[config.mk]
export PLATFORM = sky130hd
export DESIGN_NAME = mtr_ramp_ctrl
export DESIGN_NICKNAME = d
export VERILOG_FILES = /design/src/rtl/mtr_pkg.sv /design/src/rtl/spd_slew.sv /design/src/rtl/mtr_ramp_ctrl.sv
export SDC_FILE = /design/constraint.sdc
export NUM_CORES = 1
export LEC_CHECK = 0
export CAP_MARGIN = 10
export CELL_PAD_IN_SITES_DETAIL_PLACEMENT = 1
export CELL_PAD_IN_SITES_GLOBAL_PLACEMENT = 1
export CORE_ASPECT_RATIO = 1.25
export CORE_MARGIN = 4
export CORE_UTILIZATION = 46
export DETAILED_ROUTE_END_ITERATION = 12
export PLACE_DENSITY = 0.94
export SYNTH_ARGS = -nofsm -noshare
export SYNTH_HDL_FRONTEND = slang
export SYNTH_SLANG_ARGS = --single-unit
[constraint.sdc]
create_clock -name clk -period 9.6 [get_ports clk]
set_input_delay 2.4 -clock clk [delete_from_list [all_inputs] [get_ports clk]]
set_output_delay 2.4 -clock clk [all_outputs]
set_load 0.005 [all_outputs]
[src/rtl/mtr_pkg.sv]
// Shared types and constants for the motor ramp controller.
package mtr_pkg;

  localparam int SPD_W = 12;

  typedef logic signed [SPD_W-1:0] spd_t;

  typedef enum logic [1:0] {
    ST_IDLE    = 2'd0,
    ST_RAMP    = 2'd1,
    ST_FAULT   = 2'd2,
    ST_RECOVER = 2'd3
  } ramp_state_t;

  localparam spd_t SPD_MAX = spd_t'(2047);
  localparam spd_t SPD_MIN = spd_t'(-2048);

endpackage

[src/rtl/spd_slew.sv]
// Combinational slew step for one motor side: moves the current speed
// toward the target by at most STEP counts and flags arrival.
module spd_slew
  import mtr_pkg::*;
#(
  parameter int STEP = 16
) (
  input  spd_t i_cur,
  input  spd_t i_tgt,
  output spd_t o_nxt,
  output logic o_at_tgt
);

  localparam logic signed [12:0] STEP_W = 13'(STEP);
  localparam spd_t               STEP_S = spd_t'(STEP);

  logic signed [12:0] w_diff;
  logic signed [12:0] w_mag;

  // A full step never passes the target (|diff| > STEP), so the 12-bit
  // sum cannot wrap even at the -2048/2047 extremes.
  function automatic spd_t step_toward(input spd_t cur, input spd_t tgt,
                                       input logic signed [12:0] diff,
                                       input logic signed [12:0] mag);
    if (mag <= STEP_W)
      return tgt;
    else if (diff[12])
      return cur - STEP_S;
    else
      return cur + STEP_S;
  endfunction

  // 13-bit difference covers the full 12-bit span without overflow.
  assign w_diff   = $signed({i_tgt[11], i_tgt}) - $signed({i_cur[11], i_cur});
  assign w_mag    = w_diff[12] ? -w_diff : w_diff;
  assign o_nxt    = step_toward(i_cur, i_tgt, w_diff, w_mag);
  assign o_at_tgt = (o_nxt == i_tgt);

endmodule

[src/rtl/mtr_ramp_ctrl.sv]
// Slew-rate controller ahead of the motor driver: steps left/right speed
// commands toward accepted targets once per PWM period, zeroes them on a
// fault and holds off new targets for HOLDOFF periods afterwards.
module mtr_ramp_ctrl
  import mtr_pkg::*;
#(
  parameter int STEP    = 16,
  parameter int HOLDOFF = 32
) (
  input  logic clk,
  input  logic rst,
  input  spd_t tgt_lft,
  input  spd_t tgt_rght,
  input  logic tgt_vld,
  output logic tgt_rdy,
  input  logic pwm_synch,
  input  logic fault,
  output spd_t lft_spd,
  output spd_t rght_spd,
  output logic ramp_done,
  output logic busy
);

  ramp_state_t r_state;
  ramp_state_t w_state_nxt;

  spd_t       r_lft_spd;
  spd_t       r_rght_spd;
  spd_t       r_tgt_lft;
  spd_t       r_tgt_rght;
  logic [7:0] r_cnt;
  logic       r_done;

  spd_t w_lft_nxt;
  spd_t w_rght_nxt;
  logic w_lft_at;
  logic w_rght_at;
  logic w_xfer;
  logic w_load_tgt;
  logic w_step;
  logic w_clr;
  logic w_load_cnt;
  logic w_dec_cnt;
  logic w_done_nxt;

  spd_slew #(.STEP(STEP)) u_slew_lft (
    .i_cur   (r_lft_spd),
    .i_tgt   (r_tgt_lft),
    .o_nxt   (w_lft_nxt),
    .o_at_tgt(w_lft_at)
  );

  spd_slew #(.STEP(STEP)) u_slew_rght (
    .i_cur   (r_rght_spd),
    .i_tgt   (r_tgt_rght),
    .o_nxt   (w_rght_nxt),
    .o_at_tgt(w_rght_at)
  );

  assign tgt_rdy = (r_state == ST_IDLE) || (r_state == ST_RAMP);
  assign busy    = (r_state != ST_IDLE);
  assign w_xfer  = tgt_vld && tgt_rdy;

  // State register.
  always_ff @(posedge clk) begin
    if (rst)
      r_state <= ST_IDLE;
    else
      r_state <= w_state_nxt;
  end

  // Next-state and datapath control; fault overrides everything but reset.
  always_comb begin
    w_state_nxt = r_state;
    w_load_tgt  = 1'b0;
    w_step      = 1'b0;
    w_clr       = 1'b0;
    w_load_cnt  = 1'b0;
    w_dec_cnt   = 1'b0;
    w_done_nxt  = 1'b0;
    if (fault) begin
      w_state_nxt = ST_FAULT;
      w_clr       = 1'b1;
    end else begin
      case (r_state)
        ST_IDLE: begin
          if (w_xfer) begin
            w_load_tgt  = 1'b1;
            w_state_nxt = ST_RAMP;
          end
        end
        ST_RAMP: begin
          w_load_tgt = w_xfer;
          if (pwm_synch) begin
            w_step = 1'b1;
            // A target arriving on the completing period keeps us ramping
            // so the freshly accepted target is not stranded.
            if (w_lft_at && w_rght_at) begin
              w_done_nxt  = 1'b1;
              w_state_nxt = w_xfer ? ST_RAMP : ST_IDLE;
            end
          end
        end
        ST_FAULT: begin
          w_load_cnt  = 1'b1;
          w_state_nxt = ST_RECOVER;
        end
        ST_RECOVER: begin
          if (r_cnt == 8'd0)
            w_state_nxt = ST_IDLE;
          else if (pwm_synch)
            w_dec_cnt = 1'b1;
        end
        default: w_state_nxt = ST_IDLE;
      endcase
    end
  end

  // Speed, target and hold-off registers.
  always_ff @(posedge clk) begin
    if (rst) begin
      r_lft_spd  <= '0;
      r_rght_spd <= '0;
      r_tgt_lft  <= '0;
      r_tgt_rght <= '0;
      r_cnt      <= '0;
      r_done     <= 1'b0;
    end else begin
      r_done <= w_done_nxt;
      if (w_clr) begin
        r_lft_spd  <= '0;
        r_rght_spd <= '0;
        r_tgt_lft  <= '0;
        r_tgt_rght <= '0;
      end else begin
        if (w_step) begin
          r_lft_spd  <= w_lft_nxt;
          r_rght_spd <= w_rght_nxt;
        end
        if (w_load_tgt) begin
          r_tgt_lft  <= tgt_lft;
          r_tgt_rght <= tgt_rght;
        end
      end
      if (w_load_cnt)
        r_cnt <= 8'(HOLDOFF);
      else if (w_dec_cnt)
        r_cnt <= r_cnt - 8'd1;
    end
  end

  assign lft_spd   = r_lft_spd;
  assign rght_spd  = r_rght_spd;
  assign ramp_done = r_done;

endmodule
# Word level (Yosys, flattened, before mapping)
# Cells that the tools add are included.
totals:
  regBits: 59
  out_inout_bits: 27
  word_cells: 76
op_classes:
  addsub: 9
  order_cmp: 2
  eq_ne: 13
  n_mux: 28
  bitwise: 2
  n_reduce_logical: 13
ops:
  columns: ["cell", "count"]
  rows:
  - ["12-bit two-way mux", 4]
  - ["13-bit by 6-bit less-or-equal comparator with 1-bit output (second input constant)", 2]
  - ["13-bit two-way mux", 2]
  - ["13-bit negator", 2]
  - ["12-bit by 12-bit subtractor with 13-bit output", 2]
  - ["12-bit by 6-bit adder with 12-bit output (second input constant)", 2]
  - ["12-bit == test", 2]
  - ["12-bit by 6-bit subtractor with 12-bit output (second input constant)", 2]
  - ["1-bit two-way mux", 13]
  - ["6-bit two-way mux", 2]
  - ["2-bit two-way mux", 5]
  - ["3-bit inequality test (second input constant)", 3]
  - ["8-bit logical NOT", 1]
  - ["2-bit case mux with 4 select lines", 1]
  - ["4-bit AND reduction", 2]
  - ["8-bit by 1-bit subtractor with 8-bit output (second input constant)", 1]
  - ["2-bit inequality test (second input constant)", 3]
  - ["2-bit OR reduction", 3]
  - ["2-bit == test (second input constant)", 2]
  - ["2-bit nonzero test", 2]
  - ["4-bit OR reduction", 1]
  - ["3-bit by 2-bit inequality test with 1-bit output (second input constant)", 1]
  - ["2-bit by 1-bit == test with 1-bit output (second input constant)", 1]
  - ["1-bit logical AND", 2]
  - ["other kinds (5)", 6]

# Depth between registers and ports, before layout
# Gate-level depths: netlist of the first run.
logic_depth:
  depth_word: 11
  ltp_mapped: 19
  mapped_depth_nobuf: 19

# By module
# From an unflattened synthesis of the first run, not the netlist that was laid out.
unflattened:
  cells_unflattened: 688
  area_unflattened_um2: 5540.3
modules_own_cells:
  columns: ["module", "instances", "cells_per_inst", "area_each_um2", "seq_area_each_um2"]
  rows:
  - ["mtr_ramp_ctrl", 1, 278, 2208.4, 1181.1]
  - ["spd_slew (u_slew_rght)", 1, 213, 1781.7, 0.0]
  - ["spd_slew (u_slew_lft)", 1, 197, 1550.2, 0.0]

# Worst setup path after synthesis of the first run
# No wires, ideal clock.
synth_timing:
  path_type: "register to register"
  start: "register r_tgt_rght[0]"
  end: "register r_state[0]"
  setup_ns: 0.124
  arrival_ns: 3.787
  t_required_ns: 9.476
  path_slack_ns: 5.689
  path_stages_with_launch: 18
  path_buffers: 1
  cell_sequence: "dfxtp_1 > inv_1 > ha_1 > fa_1 > nand2b_1 > a21oi_2 > o211ai_1 > a41o_1 > ha_1 > clkbuf_1 > mux2_2 > o21ai_0 > nand4_1 > a2111oi_0 > o2111ai_1 > nor3_1 > o22a_1 > a31oi_1"
synth_via:
  elab_chain_cells: 9
synth_rtl:
  columns: ["item", "line", "source"]
  rows:
  - ["start, declared", "mtr_ramp_ctrl.sv:30", "spd_t r_tgt_rght;"]
  - ["start signal, assigned", "mtr_ramp_ctrl.sv:142", "r_tgt_rght <= tgt_rght;"]
  - ["12-bit by 12-bit subtractor with 13-bit output", "spd_slew.sv:34", "assign w_diff = $signed({i_tgt[11], i_tgt}) - $signed({i_cur[11], i_cur});"]
  - ["13-bit negator", "spd_slew.sv:35", "assign w_mag = w_diff[12] ? -w_diff : w_diff;"]
  - ["13-bit two-way mux", "spd_slew.sv:35", null]
  - ["13-bit by 6-bit less-or-equal comparator with 1-bit output", "spd_slew.sv:25", "if (mag <= STEP_W)"]
  - ["12-bit two-way mux", "spd_slew.sv:25", null]
  - ["12-bit == test (*)", "spd_slew.sv:37", "assign o_at_tgt = (o_nxt == i_tgt);"]
  - ["1-bit logical AND (*)", "mtr_ramp_ctrl.sv:98", "if (w_lft_at && w_rght_at) begin"]
  - ["2-bit by 1-bit inequality test with 1-bit output (no source line) (*)", null, null]
  - ["4-bit AND reduction (no source line) (*)", null, null]
  - ["end signal, assigned", "mtr_ramp_ctrl.sv:69", "r_state <= w_state_nxt;"]
  - ["end, declared", "mtr_ramp_ctrl.sv:24", "ramp_state_t r_state;"]
# Every way passes the cells marked *; elsewhere a longest branch is shown, timed or not.
# A chain may end at the register's enable or synchronous reset.

# Final worst setup path of the first run
layout_timing:
  start: "register r_rght_spd[5] (netlist: rght_spd[5])"
  end: "register r_done (netlist: ramp_done)"
layout_via:
  elab_chain_cells: 8
layout_rtl:
  columns: ["item", "line", "source"]
  rows:
  - ["start, declared", "mtr_ramp_ctrl.sv:28", "spd_t r_rght_spd;"]
  - ["start signal, assigned", "mtr_ramp_ctrl.sv:138", "r_rght_spd <= w_rght_nxt;"]
  - ["12-bit by 12-bit subtractor with 13-bit output", "spd_slew.sv:34", null]
  - ["13-bit negator", "spd_slew.sv:35", null]
  - ["13-bit two-way mux", "spd_slew.sv:35", null]
  - ["13-bit by 6-bit less-or-equal comparator with 1-bit output", "spd_slew.sv:25", null]
  - ["12-bit two-way mux (*)", "spd_slew.sv:25", null]
  - ["12-bit == test (*)", "spd_slew.sv:37", null]
  - ["1-bit logical AND (*)", "mtr_ramp_ctrl.sv:98", null]
  - ["1-bit two-way mux (*)", "mtr_ramp_ctrl.sv:98", null]
  - ["end signal, assigned", "mtr_ramp_ctrl.sv:129", "r_done <= w_done_nxt;"]
  - ["end, declared", "mtr_ramp_ctrl.sv:32", "logic r_done;"]
# Marks and branches as above.

==> impl_metrics.tcl, run 1 <==
set metrics [dict create \
    outcome "completed" \
    ys_seq_area_share_pct 23.2 \
    grt_pass1_wl_microns 28200 \
    die_w_microns 102 \
    slew_viol_final 0 \
    max_freq_mhz 206 \
    drive_gt1_share_pct 6.58 \
    cp.arrival_ns 5.12 \
    post_cts_buffers 0 \
    cap_viol_max_count 0 \
    mostFrequentLayoutCells "nand2_1, a21oi_1, dfxtp_1" \
    num_vias 5236 \
    grt_pass1_vias 5758 \
    min_period_ns 4.85 \
    core-area_sq_um 10700 \
    hold_viol 0 \
    p_leak_uw 0.00227 \
    port_buffers 55 \
    synth_ff_type "dfxtp_1" \
    ir_drop_uv 129 \
    worstSkewPairLatency_ns 0.34 \
    synth-edff-count 0 \
    cp_max_fo 9 \
    setup_viol 0 \
    final_area_sq_um 6000 \
    syn_area_per_cell_sq_um 7.84 \
    path_class "reg -> reg" \
    place_area_sq_um 5730 \
    firstDrtPassIters 4 \
    yosysUniqueCellTypes 82 \
    dp_hpwl_microns 12300 \
    cts_root_buffer "clkbuf_16" \
    grt_max_degree 39 \
    dieArea_sq_um 12800 \
    start_util_pct 47.4 \
    required_ns 9.87 \
    rsz0062_at_grt "no" \
    track_usage_pct 27.3 \
    ys_warn_count 0 \
    syn2layout_area_growth_pct 18.0 \
    crit_path_end_kind "register" \
    post-route-period-util_pct 50.5 \
    cts_buffers 9 \
    hp-class "reg -> reg" \
    yosysTopAreaCell "dfxtp_1" \
    syn_nets 721 \
    final_common_cell "nand2_1" \
    synth_area_leaders "dfxtp_1, ha_1, xnor2_1" \
    start_kind "register" \
    grt_overflow 0 \
    clock-sinks 59 \
    tightestPinTransition_ns 1.05 \
    cts_hold_repair.buffers 0 \
    wire_per_inst_microns 20.3 \
    dr.first_iter.drc_count 259 \
    p_per_area_nw_per_um2 134 \
    antenna_left 0 \
    antenna_cells 0 \
    async_flop_share_pct 0 \
    synth_seq_cells 59 \
    ios 56 \
    timing.slew.headroom_pct 29.7 \
    vias_per_cell 6.30 \
    htreeDepth 3 \
    clockBufferDepth 2 \
    finalWeightedCongestion 0.881 \
    whs_ns 0.499 \
    setup-tns-final_ns 0 \
    layout.nets 767 \
    chipHeight_microns 126 \
    yosysTopAreaCellShare_pct 23.2 \
    cts_tree "done" \
    ctsResizeCount 0 \
    num_rows 42 \
    clkTransAtPathRegs_ns 0.06 \
    drcViolationCount 0 \
    drt-total-wl_microns 16900 \
    synth_cells 648 \
    fin_skew_ns 0.00915 \
    netlist_area_sq_um 5080 \
    grt_antenna_before_repair 0 \
]
## path summary, 6_finish.rpt
kind | startpoint | cells after the start | slack [ns] | to
worst max register to register | rght_spd[5]$_SDFFE_PP0P_ | 18 | 4.75 | ramp_done$_SDFF_PP0_
worst min-delay path | r_cnt[2]$_SDFFE_PP0P_ | 2 | 0.50 | r_cnt[2]$_SDFFE_PP0P_
worst max-delay path | rght_spd[5]$_SDFFE_PP0P_ | 18 | 4.75 | ramp_done$_SDFF_PP0_
worst min register to register | r_cnt[2]$_SDFFE_PP0P_ | 2 | 0.50 | r_cnt[2]$_SDFFE_PP0P_
## report_power, final
group	switching, uW	leakage, uW	internal [uW]
clock network	120	0.000131	173
registers	7.10	0.000478	249
logic	148	0.00166	103
## state kept, by name, summed over array words and instances (netlist names)
register and flops:
r_tgt_lft 12, r_cnt 8, ramp_done 1, lft_spd 12, r_tgt_rght 12, r_state 2, rght_spd 12
## logic make-up after synthesis
kind of cell	count (synthesis)	synth area share (%)
buffers and inverters	58	4.53
DFF	59	23.2
adders and majority gates	44	11.4
AOI/OAI and AO/OA	180	24.1
muxes	18	3.57
xor gates and xnor gates	56	9.95
and+or+nand+nor	233	23.2
## worst max-delay path, stage by stage, from the launching register on
cell,delay (ns)
dfxtp_1,0.38
inv_1,0.11
ha_1,0.36
o21a_1,0.26
o21a_1,0.23
o211ai_1,0.11
a41o_1,0.43
clkinv_1,0.41
fa_1,0.55
nor2b_1,0.12
o21ai_0,0.09
nand2b_1,0.15
and2_1,0.27
nor4_1,0.13
a31oi_1,0.26
o2111ai_1,0.17
nor3_1,0.34
o22a_1,0.22
and3_1,0.19
## through the flow
step	total power, uW	cells	util (%)	setup WS (ns)
2_1_floorplan	442	648	-	5.69
3_3_place_gp	491	815	53.4	5.11
3_5_place_dp	505	815	53.4	4.93
4_1_cts	803	831	55.9	4.80
5_1_grt	841	831	55.9	4.41
6_report	802	831	55.9	4.75
## cells in the mapped netlist, types with 5 or more instances
library cell	number
o22ai_1	7
nor3_1	17
xor2_1	18
or2_1	5
nand3_1	15
ha_1	40
o21ai_0	31
dfxtp_1	59
nand3b_1	5
xnor2_1	36
or3_1	7
a31oi_1	10
nand4_1	8
o21a_1	6
nor2b_1	8
clkbuf_1	15
mux2i_1	17
a21oi_1	59
or2_2	6
inv_1	35
nand2_1	82
a21o_1	11
nand2b_1	7
nor2_1	36
nor3b_1	5
nor4_1	9
and3_1	6
## per-layer routing
metal	routed length, microns	vias to the layer above	track usage (%)
met3	703	77	4.74
met1	6270	2553	28.7
li1	-	2448	-
met2	8960	158	49.1
met4	966	0	16.8
met5	0	-	0
## area by class of cell
cell class	count	area, sq um
flip-flops and latches	59	1180
clock buffers	9	225
multi-input cells	531	3680
inverters	36	135
repair buffers	57	566
clock inverters	7	43.8
well taps	132	165
fillers	1334	4720
Power figures use the tool's default switching activity.
==> run 2: changes to the inputs <==
Settings changed: CORE_UTILIZATION 46 to 39, PLACE_DENSITY 0.94 to 0.85.
Clock period 9.6 ns to 4.41 ns, I/O delays scaled along.
==> run 2 against run 1 <==
Net effect: die area grew 17%; clock power grew 140%; fmax grew 18%; worst setup slack lost 4.5 ns; combinational power grew 130%; clock skew is essentially flat; highest routed layer unchanged; register-to-register slack lost 4.5 ns; worst hold slack gained 0.0052 ns; largest power group unchanged.
==> impl_metrics.tcl, run 2 (synthesis results as in run 1) <==
set metrics [dict create \
    p_leak_uw 0.00235 \
    clkTransAtPathRegs_ns 0.06 \
    grt_antenna_before_repair 0 \
    setup_viol 0 \
    clockBufferDepth 2 \
    crit-reg2reg-capture "ramp_done$_SDFF_PP0_" \
    start_util_pct 40.0 \
    setup-tns-final_ns 0 \
    grt_overflow 0 \
    mostFrequentLayoutCells "nand2_1, dfxtp_1, a21oi_1" \
    tightestPinTransition_ns 1.05 \
    crit_path_end_kind "register" \
    antenna_left 0 \
    post-route-period-util_pct 93.3 \
    drt-total-wl_microns 16000 \
    port_buffers 55 \
    grt_pass1_vias 5428 \
    cap_viol_max_count 0 \
    required_ns 4.64 \
    fin_skew_ns 0.00907 \
    timing.slew.headroom_pct 29.6 \
    worst-r2r-cell-count 19 \
    cts_tree "done" \
    final_common_cell "nand2_1" \
    ios 56 \
    cts_buffers 9 \
    vias_per_cell 5.79 \
    cp.arrival_ns 4.35 \
    slew_viol_final 0 \
    num_vias 5088 \
    hp-class "reg -> reg" \
    path_class "reg -> reg" \
    cp_max_fo 7 \
    dp_slack_ns 0.109 \
    p_per_area_nw_per_um2 295 \
    min_period_ns 4.12 \
    num_rows 46 \
    grt_pass1_wl_microns 26400 \
    start_kind "register" \
    track_usage_pct 22.1 \
    worstSkewPairLatency_ns 0.33 \
    dr.first_iter.drc_count 231 \
    ir_drop_uv 199 \
    setup_slack_ns 0.293 \
    regToRegStartpoint "r_tgt_lft[0]$_SDFFE_PP0P_" \
    hold_end "r_tgt_rght[0]$_SDFFE_PP0P_" \
    outcome "completed" \
    dp_hpwl_microns 12300 \
    syn2layout_area_growth_pct 22.0 \
    dieArea_sq_um 14900 \
    finalWeightedCongestion 0.864 \
    holdPathStages 2 \
    wire_per_inst_microns 18.3 \
    drcViolationCount 0 \
    die_w_microns 110 \
    hold_viol 0 \
    layout.nets 779 \
    grt_max_degree 39 \
    firstDrtPassIters 4 \
    htreeDepth 3 \
    core-area_sq_um 12700 \
    rsz0062_at_grt "no" \
    antenna_cells 0 \
    clock-sinks 59 \
    chipHeight_microns 136 \
    max_freq_mhz 243 \
    min-delay-start "r_tgt_rght[0]$_SDFFE_PP0P_" \
    drive_gt1_share_pct 9.14 \
    cts_root_buffer "clkbuf_16" \
    final_core_util_pct 48.8 \
    reg2reg_slack_ns 0.29 \
    finalPower_uw 1830 \
]
-- run 2: per-layer routing --
metal | track usage [%] | part of all wire (%) | vias up
li1 | - | - | 2470
met1 | 23.9 | 39 | 2494
met4 | 8.21 | 2.2 | 0
met3 | 4.20 | 4.1 | 29
met2 | 41.7 | 55 | 95
met5 | 0 | 0 | -
-- run 2: worst max-delay path by stage --
stage                               start                       to  slack, ns  depth (start not counted)
2_1_floorplan  r_tgt_rght[0]$_SDFFE_PP0P_  r_state[0]$_SDFFE_PP0P_       0.50                         17
3_3_place_gp    r_tgt_lft[0]$_SDFFE_PP0P_  r_state[0]$_SDFFE_PP0P_       0.38                         19
3_5_place_dp   r_tgt_rght[0]$_SDFFE_PP0P_  r_state[0]$_SDFFE_PP0P_       0.11                         19
4_1_cts        r_tgt_rght[0]$_SDFFE_PP0P_     ramp_done$_SDFF_PP0_       0.07                         17
5_1_grt         r_tgt_lft[0]$_SDFFE_PP0P_     ramp_done$_SDFF_PP0_      0.002                         19
6_report        r_tgt_lft[0]$_SDFFE_PP0P_     ramp_done$_SDFF_PP0_       0.29                         19
-- run 2: what timing repair did --
item | 4_1_cts | 5_1_grt
hold buffers | 0 | 0
resized for setup | 0 | 10
endpoints found under the setup margin | 0 | 2
buffers inserted | 0 | 1
-- run 2: stage by stage --
| step | cells | instance area, sq um | hold slack [ns] |
|---|---|---|---|
| finish | 879 | 6200 | 0.504 |
| global route | 879 | 6200 | 0.534 |
| CTS | 878 | 6150 | 0.510 |
| detailed placement | 862 | 5850 | 0.500 |
| global placement | 862 | 5850 | 0.471 |
| floorplan | 648 | 5080 | 0.458 |
-- run 2: report_power, final --
part           leakage [uW]  total [uW]  switching [uW]  internal (uW)
clock              0.000145         703             254            449
combinational       0.00173         567             322            246
sequential         0.000478         558            14.9            543
-- run 2: worst max-delay path, stage by stage (launching register included) --
cell and delay [ns]:
dfxtp_1 0.39, inv_1 0.06, ha_1 0.23, fa_1 0.42, and2b_1 0.26, o221ai_2 0.14, a21oi_2 0.25, a21oi_4 0.12
buf_4 0.18, ha_1 0.32, a21oi_2 0.19, o21ai_0 0.16, o21a_1 0.19, o21ai_0 0.13, nand2b_1 0.11, xnor2_2 0.22
xnor2_1 0.16, nor3_2 0.08, o22a_1 0.22, and3_1 0.16
-- run 2: cell type report --
class,count,area (sq um)
well taps,168,210
clock inverters,5,52.6
fillers,1545,6520
multi-input cells,531,3720
repair buffers,69,656
inverters,36,135
clock buffers,11,243
flip-flops and latches,59,1180
